===== src/rtl/pe_column_sequencer.sv =====
// Weight-stationary PE column sequencer: loads one weight per row, streams skewed activations, tracks results.
// Optional weight reuse (skip LOAD per command) is enabled with PE_SEQ_KEEP_WEIGHTS_EN.
module pe_column_sequencer #(
  parameter int DATA_WIDTH = 8,
  parameter int ROWS       = 4,
  parameter int LEN_WIDTH  = 8,
  parameter int PE_LATENCY = 2
) (
  input  logic                       clk,
  input  logic                       rst,
  input  logic                       start,
  input  logic [LEN_WIDTH-1:0]       cfg_len,
`ifdef PE_SEQ_KEEP_WEIGHTS_EN
  input  logic                       start_keep_w,
`endif
  output logic                       busy,
  output logic                       done,
  input  logic                       w_valid,
  output logic                       w_ready,
  input  logic [DATA_WIDTH-1:0]      w_data,
  input  logic                       a_valid,
  output logic                       a_ready,
  input  logic [DATA_WIDTH*ROWS-1:0] a_data,
  output logic [ROWS-1:0]            pe_store_weight,
  output logic [DATA_WIDTH-1:0]      pe_weight,
  output logic [DATA_WIDTH*ROWS-1:0] pe_data,
  output logic [ROWS-1:0]            pe_valid,
  output logic                       res_valid
);

  localparam int ROW_W = $clog2(ROWS);
  localparam int TRK_D = ROWS - 1 + PE_LATENCY;
  // Every tracker stage except the output one; the output stage may still be high as DRAIN exits.
  localparam logic [TRK_D-1:0] TRK_MASK = {TRK_D{1'b1}} >> 1;

  typedef enum logic [2:0] {
    S_IDLE,
    S_LOAD,
    S_STREAM,
    S_DRAIN,
    S_DONE
  } state_t;

  state_t               state;
  state_t               state_n;
  logic [ROW_W-1:0]     row_cnt;
  logic [LEN_WIDTH-1:0] vec_cnt;
  logic                 w_fire;
  logic                 a_fire;
  logic                 keep_w;
  logic                 pipe_empty;
  logic [TRK_D-1:0]     trk;
  logic [ROWS-1:0]      row_pending;

  assign w_ready = (state == S_LOAD);
  assign a_ready = (state == S_STREAM);
  assign w_fire  = w_valid & w_ready;
  assign a_fire  = a_valid & a_ready;

`ifdef PE_SEQ_KEEP_WEIGHTS_EN
  assign keep_w = start_keep_w;
`else
  assign keep_w = 1'b0;
`endif

  assign pipe_empty = (row_pending == '0) && ((trk & TRK_MASK) == '0);

  always_comb begin
    state_n = state;
    case (state)
      S_IDLE: begin
        if (start) begin
          if (keep_w) state_n = (cfg_len != '0) ? S_STREAM : S_DRAIN;
          else        state_n = S_LOAD;
        end
      end
      S_LOAD: begin
        if (w_fire && (row_cnt == ROW_W'(ROWS - 1)))
          state_n = (vec_cnt != '0) ? S_STREAM : S_DRAIN;
      end
      S_STREAM: begin
        if (a_fire && (vec_cnt == LEN_WIDTH'(1))) state_n = S_DRAIN;
      end
      S_DRAIN: begin
        if (pipe_empty) state_n = S_DONE;
      end
      S_DONE:  state_n = S_IDLE;
      default: state_n = S_IDLE;
    endcase
  end

  always_ff @(posedge clk) begin
    if (rst) begin
      state   <= S_IDLE;
      row_cnt <= '0;
      vec_cnt <= '0;
      busy    <= 1'b0;
      done    <= 1'b0;
    end else begin
      state <= state_n;
      busy  <= (state_n != S_IDLE);
      done  <= (state_n == S_DONE);
      if ((state == S_IDLE) && start) begin
        vec_cnt <= cfg_len;
        row_cnt <= '0;
      end
      if (w_fire && (row_cnt != ROW_W'(ROWS - 1))) row_cnt <= row_cnt + ROW_W'(1);
      if (a_fire) vec_cnt <= vec_cnt - LEN_WIDTH'(1);
    end
  end

  always_ff @(posedge clk) begin
    if (rst) begin
      pe_store_weight <= '0;
      pe_weight       <= '0;
    end else begin
      pe_store_weight <= '0;
      if (w_fire) begin
        pe_store_weight <= ROWS'(1) << row_cnt;
        pe_weight       <= w_data;
      end
    end
  end

  // Row r is an (r+1)-deep delay line; data only advances with its valid so bubbles hold the value.
  for (genvar r = 0; r < ROWS; r++) begin : g_row
    logic [DATA_WIDTH-1:0] sd [r+1];
    logic [r:0]            sv;

    always_ff @(posedge clk) begin
      if (rst) begin
        sv <= '0;
        for (int k = 0; k <= r; k++) sd[k] <= '0;
      end else begin
        sv[0] <= a_fire;
        if (a_fire) sd[0] <= a_data[r*DATA_WIDTH +: DATA_WIDTH];
        for (int k = 1; k <= r; k++) begin
          sv[k] <= sv[k-1];
          if (sv[k-1]) sd[k] <= sd[k-1];
        end
      end
    end

    assign pe_valid[r]                         = sv[r];
    assign pe_data[r*DATA_WIDTH +: DATA_WIDTH] = sd[r];
    assign row_pending[r]                      = |sv;
  end

  always_ff @(posedge clk) begin
    if (rst) trk <= '0;
    else     trk <= (trk << 1) | TRK_D'(pe_valid[0]);
  end

  assign res_valid = trk[TRK_D-1];

endmodule


===== config.mk =====
export PLATFORM = sky130hd
export DESIGN_NAME = pe_column_sequencer
export DESIGN_NICKNAME = d
export VERILOG_FILES = /design/src/rtl/pe_column_sequencer.sv
export SDC_FILE = /design/constraint.sdc
export NUM_CORES = 1
export LEC_CHECK = 0
export ABC_CLOCK_PERIOD_IN_PS = 5200
export CAP_MARGIN = 20
export CORE_AREA = 2 2 110 112
export DETAILED_ROUTE_END_ITERATION = 10
export DIE_AREA = 0 0 112 114
export HOLD_SLACK_MARGIN = 0.1
export PLACE_DENSITY = 0.69
export REMOVE_ABC_BUFFERS = 1
export SETUP_SLACK_MARGIN = 0.15
export SYNTH_ARGS = -nofsm -noshare
export SYNTH_HDL_FRONTEND = slang
export SYNTH_SLANG_ARGS = --single-unit

===== constraint.sdc =====
create_clock -name clk -period 5.2 [get_ports clk]
set_clock_uncertainty 0.2 [all_clocks]
set_input_delay 1.56 -clock clk [delete_from_list [all_inputs] [get_ports clk]]
set_output_delay 1.56 -clock clk [all_outputs]
set_load 0.05 [all_outputs]

Word level (Yosys, flattened, before mapping)
Memories as Yosys holds them, arrays and structs flattened.
Cells that the tools add are included.
- register bits after elaboration: 42
- bits in writable memories: 80
- input port bits: 53
- output and inout port bits: 53
- logic and storage cells: 100
- memories: 4
- add/sub/neg operators: 2
- equal/unequal tests: 7
- shift-type cells: 1
- multiplexer cells: 44
- bitwise logic cells: 13
- reduce and logical (&&, ||, !) cells: 17
- memory list (name ; depth ; width ; rd ports ; clocked after memory_dff ; wr ports ; RTL line ; source):
    g_row[3].sd ; 4 ; 8 ; 4 ; 0 ; 4 ; 127 ; logic [DATA_WIDTH-1:0] sd [r+1];
    g_row[2].sd ; 3 ; 8 ; 3 ; 0 ; 3 ; 127 ;
    g_row[1].sd ; 2 ; 8 ; 2 ; 0 ; 2 ; 127 ;
    g_row[0].sd ; 1 ; 8 ; 1 ; 0 ; 1 ; 127 ;
- operators with widths (operator ; number):
    8-bit 2-to-1 mux ; 12
    1-bit 2-to-1 mux ; 25
    3-bit 2-to-1 mux ; 4
    3-bit one-hot mux with 4 select lines ; 1
    1-bit bitwise OR ; 9
    8-bit by 1-bit equality test with 1-bit output (second input constant) ; 1
    8-bit nonzero test ; 1
    8-bit OR reduction ; 1
    8-bit by 1-bit subtractor with 8-bit output (second input constant) ; 1
    3-bit by 2-bit equality test with 1-bit output (second input constant) ; 2
    1-bit logical AND ; 5
    5-bit zero test ; 1
    5-bit by 1-bit bitwise OR with 5-bit output ; 1
    4-bit zero test ; 1
    2-bit 2-to-1 mux ; 2
    2-bit nonzero test ; 2
    2-bit OR reduction ; 2
    4-bit OR reduction ; 1
    1-bit by 2-bit left shift with 4-bit output (first input constant) ; 1
    3-bit by 1-bit equality test with 1-bit output (second input constant) ; 1
    3-bit equality test (second input constant) ; 1
    3-bit zero test ; 1
    3-bit nonzero test ; 1
    3-bit OR reduction ; 1
    5 further kinds ; 6

Logic depth before layout (Yosys ltp)
- depth after elaboration: 7
- depth in mapped cells: 7
- depth with buffers taken out: 6

Worst setup path before layout
Ideal clock, no wire load.
- path kind: reg-to-output
- from: register state[0]
- to: output w_ready
- data arrival time: 1.592 ns
- required time: 3.440 ns
- slack: 1.848 ns
- stages on the path, launching flop included: 4
- path buffers: 1
- cell sequence: dfxtp_1 > buf_6 > inv_1 > nor3_1
- cells in the longest elaborated chain, start to end: 1
- ends and longest elaborated chain (element ; RTL line ; source):
    start, declared ; 44 ; state_t state;
    start signal, assigned ; 100 ; state <= state_n;
    3-bit by 1-bit equality test with 1-bit output ; 55 ; assign w_ready = (state == S_LOAD);
    end, declared ; 19 ; output logic w_ready,
No other way between the ends.

Worst setup path in the final report
Same ends and word-level chain as after synthesis.

==> results.toml <==
[clocking]
h-tree-depth = 4
clock_sinks = 113
cts_setup_buffers = 0
cts_root_buffer = "clkbuf_16"
cts_buffers = 17
clk_latency_ns = 0.40
cts_hold_buf = 0
clkTransAtPathRegs_ns = 0.05
cts_tree = "built"
cts_resized = 0
cts_buffer_depth = 2

[status]
status = "finished clean"

[setup_path]
timing.rr.start = "state[0]$_SDFF_PP0_"
ff2ff_path_depth = 4
worstPathArrival_ns = 2.22
worstSetupPathType = "reg2out"
r2r_end = "g_row[2].sd[0][15]$_SDFFCE_PP0P_"
reg2reg_slack_ns = 2.70
cp-end-kind = "output pin"
worstPathCellList = "inv_1 > nor3_1 > clkdlybuf4s50_1"
cpMaxStageDelayCell = "clkdlybuf4s50_1"
path_max_fanout = 9
cpPeakStageDelay_ns = 0.87
crit_buf_inv = 2
worstPathRequired_ns = 3.44
crit_family = "buffers and inverters"
startpoint_type = "flip-flop"

[timing]
hold_viol = 0
relSlewSlack_pct = 43.3
period_needed_ns = 3.98
rsz0062_at_grt = "no"
setup-tns-final_ns = 0
max_clock_freq_mhz = 251
min_period_over_period_pct = 76.5
worstMarginPinSlew_ns = 0.850
worst_hold_slack_ns = 0.253
setup_violations = 0
maxSlewViolCount = 0

[synthesis]
avgSynthCellArea_um2 = 13.0
synth_top_flop_cell = "edfxtp_1"
ys_types = 44
syn_inst = 349
synthTopCellsByArea = "edfxtp_1 (53%), dfxtp_1 (15%), and2_1 (7.7%)"
synth-async-reset-ratio_pct = 0
synth_edf_count = 80
synth_common_cells = "edfxtp_1 (80), and2_1 (56), dfxtp_1 (33)"
synth_top_cell_by_area = "edfxtp_1"
ys_warn_count = 0
yosysMostFrequentCell = "edfxtp_1"
syn_area_um2 = 4540
ys_seq_area_share_pct = 67.4
synthDominantCellAreaShare_pct = 52.9
ys_seq_elements = 113

[power]
clkPwrFrac_pct = 48.2
cellLeakagePower_nw = 2.22
powerDensity_nw_per_um2 = 375
p_total_mw = 2.31
p_comb_share_pct = 7.9
peakVddDrop_mv = 0.184
internal_power_mw = 1.82
p_sw_share_pct = 21.2
p_switching_mw = 0.489
power_frac_seq_pct = 43.9

[final_layout]
syn_to_final_growth_pct = 35.3
n_antenna_cell = 0
drive_above_1_share_pct = 9.71
post-route-util_pct = 52.5
nets = 497

[worst_hold_path]
min_path_type = "reg2reg"
worstHoldEndpoint = "pe_weight[6]$_SDFFE_PP0P_"
holdCritStartpoint = "pe_weight[6]$_SDFFE_PP0P_"
hold_depth = 2

[detailed_routing]
avgRoutedWirePerCell_um = 13.6
routed_wl_um = 8150
drt_iter0_drc = 71
drc = 0
route.vias.total = 2739
vias_per_cell = 4.57
ant_nets = 0
first_pass_iters = 4

[global_route]
grt_overflow = 0
grt_max_degree = 34
grt_pass1_vias = 2717
antenna_found_initial = 0
grt_util_all_layers_pct = 13.2
grt_pass1_wl_um = 13100

[die]
fp.dieW_um = 112
die_y_um = 114
coreArea_um2 = 11700
die-area_um2 = 12800
rows = 40
start_util_pct = 38.8
io_pins = 106

[flow_run]
cap_violations = 0

[placed_design]
routabilityCongestion = 0.752
portBuffers = 105
post-dp-hpwl_um = 5850
-- routing by layer --
layer  global-route usage (%)  share of wire, %
met1                     14.8                43
met2                     22.7                51
met3                     4.99               4.8
met4                     5.53               1.5
met5                        0                 0
-- worst reg2reg max path, delay by kind of cell (launching register included) --
family | cells | cell delay, ns
DFF | 1 | 0.48
and+or+nand+nor | 3 | 1.28
AOI/OAI and AO/OA | 1 | 0.26
-- cell usage in the layout, fill, tap and decap left out, drive strengths merged, types with 7 or more instances in the layout --
cell type | synthesis | final
a21oi | 14 | 14
nor2 | 11 | 11
nor2b | 30 | 30
and2 | 56 | 56
clkinv | 0 | 7
dfxtp | 33 | 33
clkbuf | 9 | 19
edfxtp | 80 | 80
nand2 | 26 | 26
clkdlybuf4s50 | 0 | 105
-- sequential cells by signal, summed over array words and instances (netlist names), 2 cells and up --
name / cells
g_row.sv: 3
vec_cnt: 8
g_row.sd: 80
pe_store_weight: 4
row_cnt: 2
pe_weight: 8
state: 3
trk: 3
-- worst max path at each step --
stage	from	cells after the start	slack, ns	endpoint
after CTS	state[0]$_SDFF_PP0_	3	1.22	w_ready
final	state[0]$_SDFF_PP0_	3	1.22	w_ready
after detailed placement	a_valid	5	1.22	g_row[2].sd[0][16]$_SDFFCE_PP0P_
after global routing	state[0]$_SDFF_PP0_	3	1.16	w_ready
after global placement	a_valid	5	1.28	g_row[2].sd[0][21]$_SDFFCE_PP0P_
after floorplan	state[0]$_SDFF_PP0_	2	1.80	w_ready
-- metrics by stage --
| stage | cells | setup slack [ns] | instance area [µm²] |
|---|---|---|---|
| floorplan | 314 | 1.80 | 4320 |
| global placement | 568 | 1.28 | 5570 |
| detailed placement | 568 | 1.22 | 5570 |
| CTS | 600 | 1.22 | 6150 |
| global route | 600 | 1.16 | 6150 |
| finish | 600 | 1.22 | 6150 |
-- cell type report --
class / instances / area [µm²]
Inverter: 4 / 15.0
Tap cell: 147 / 184
Clock buffer: 19 / 433
Sequential cell: 113 / 3060
Timing Repair Buffer: 107 / 1070
Clock inverter: 13 / 144
Multi-Input combinational cell: 197 / 1240
Fill cell: 1036 / 5570
-- power groups by stage --
stage          combinational [mW]  sequential, mW  clock (mW)
3_3_place_gp                0.180            1.03           0
6_report                    0.182            1.01        1.11
2_1_floorplan              0.0508            1.07           0
5_1_grt                     0.192            1.01        1.17
3_5_place_dp                0.183            1.03           0
4_1_cts                     0.184            1.01        1.13
-- cells by family after synthesis --
family / count (synthesis) / synth area share [%]
fa+ha+maj: 4 / 1.10
buf+inv: 39 / 5.23
flops: 113 / 67.4
compound gates: 32 / 4.68
simple gates: 161 / 21.5
Power figures use the tool's default switching activity.
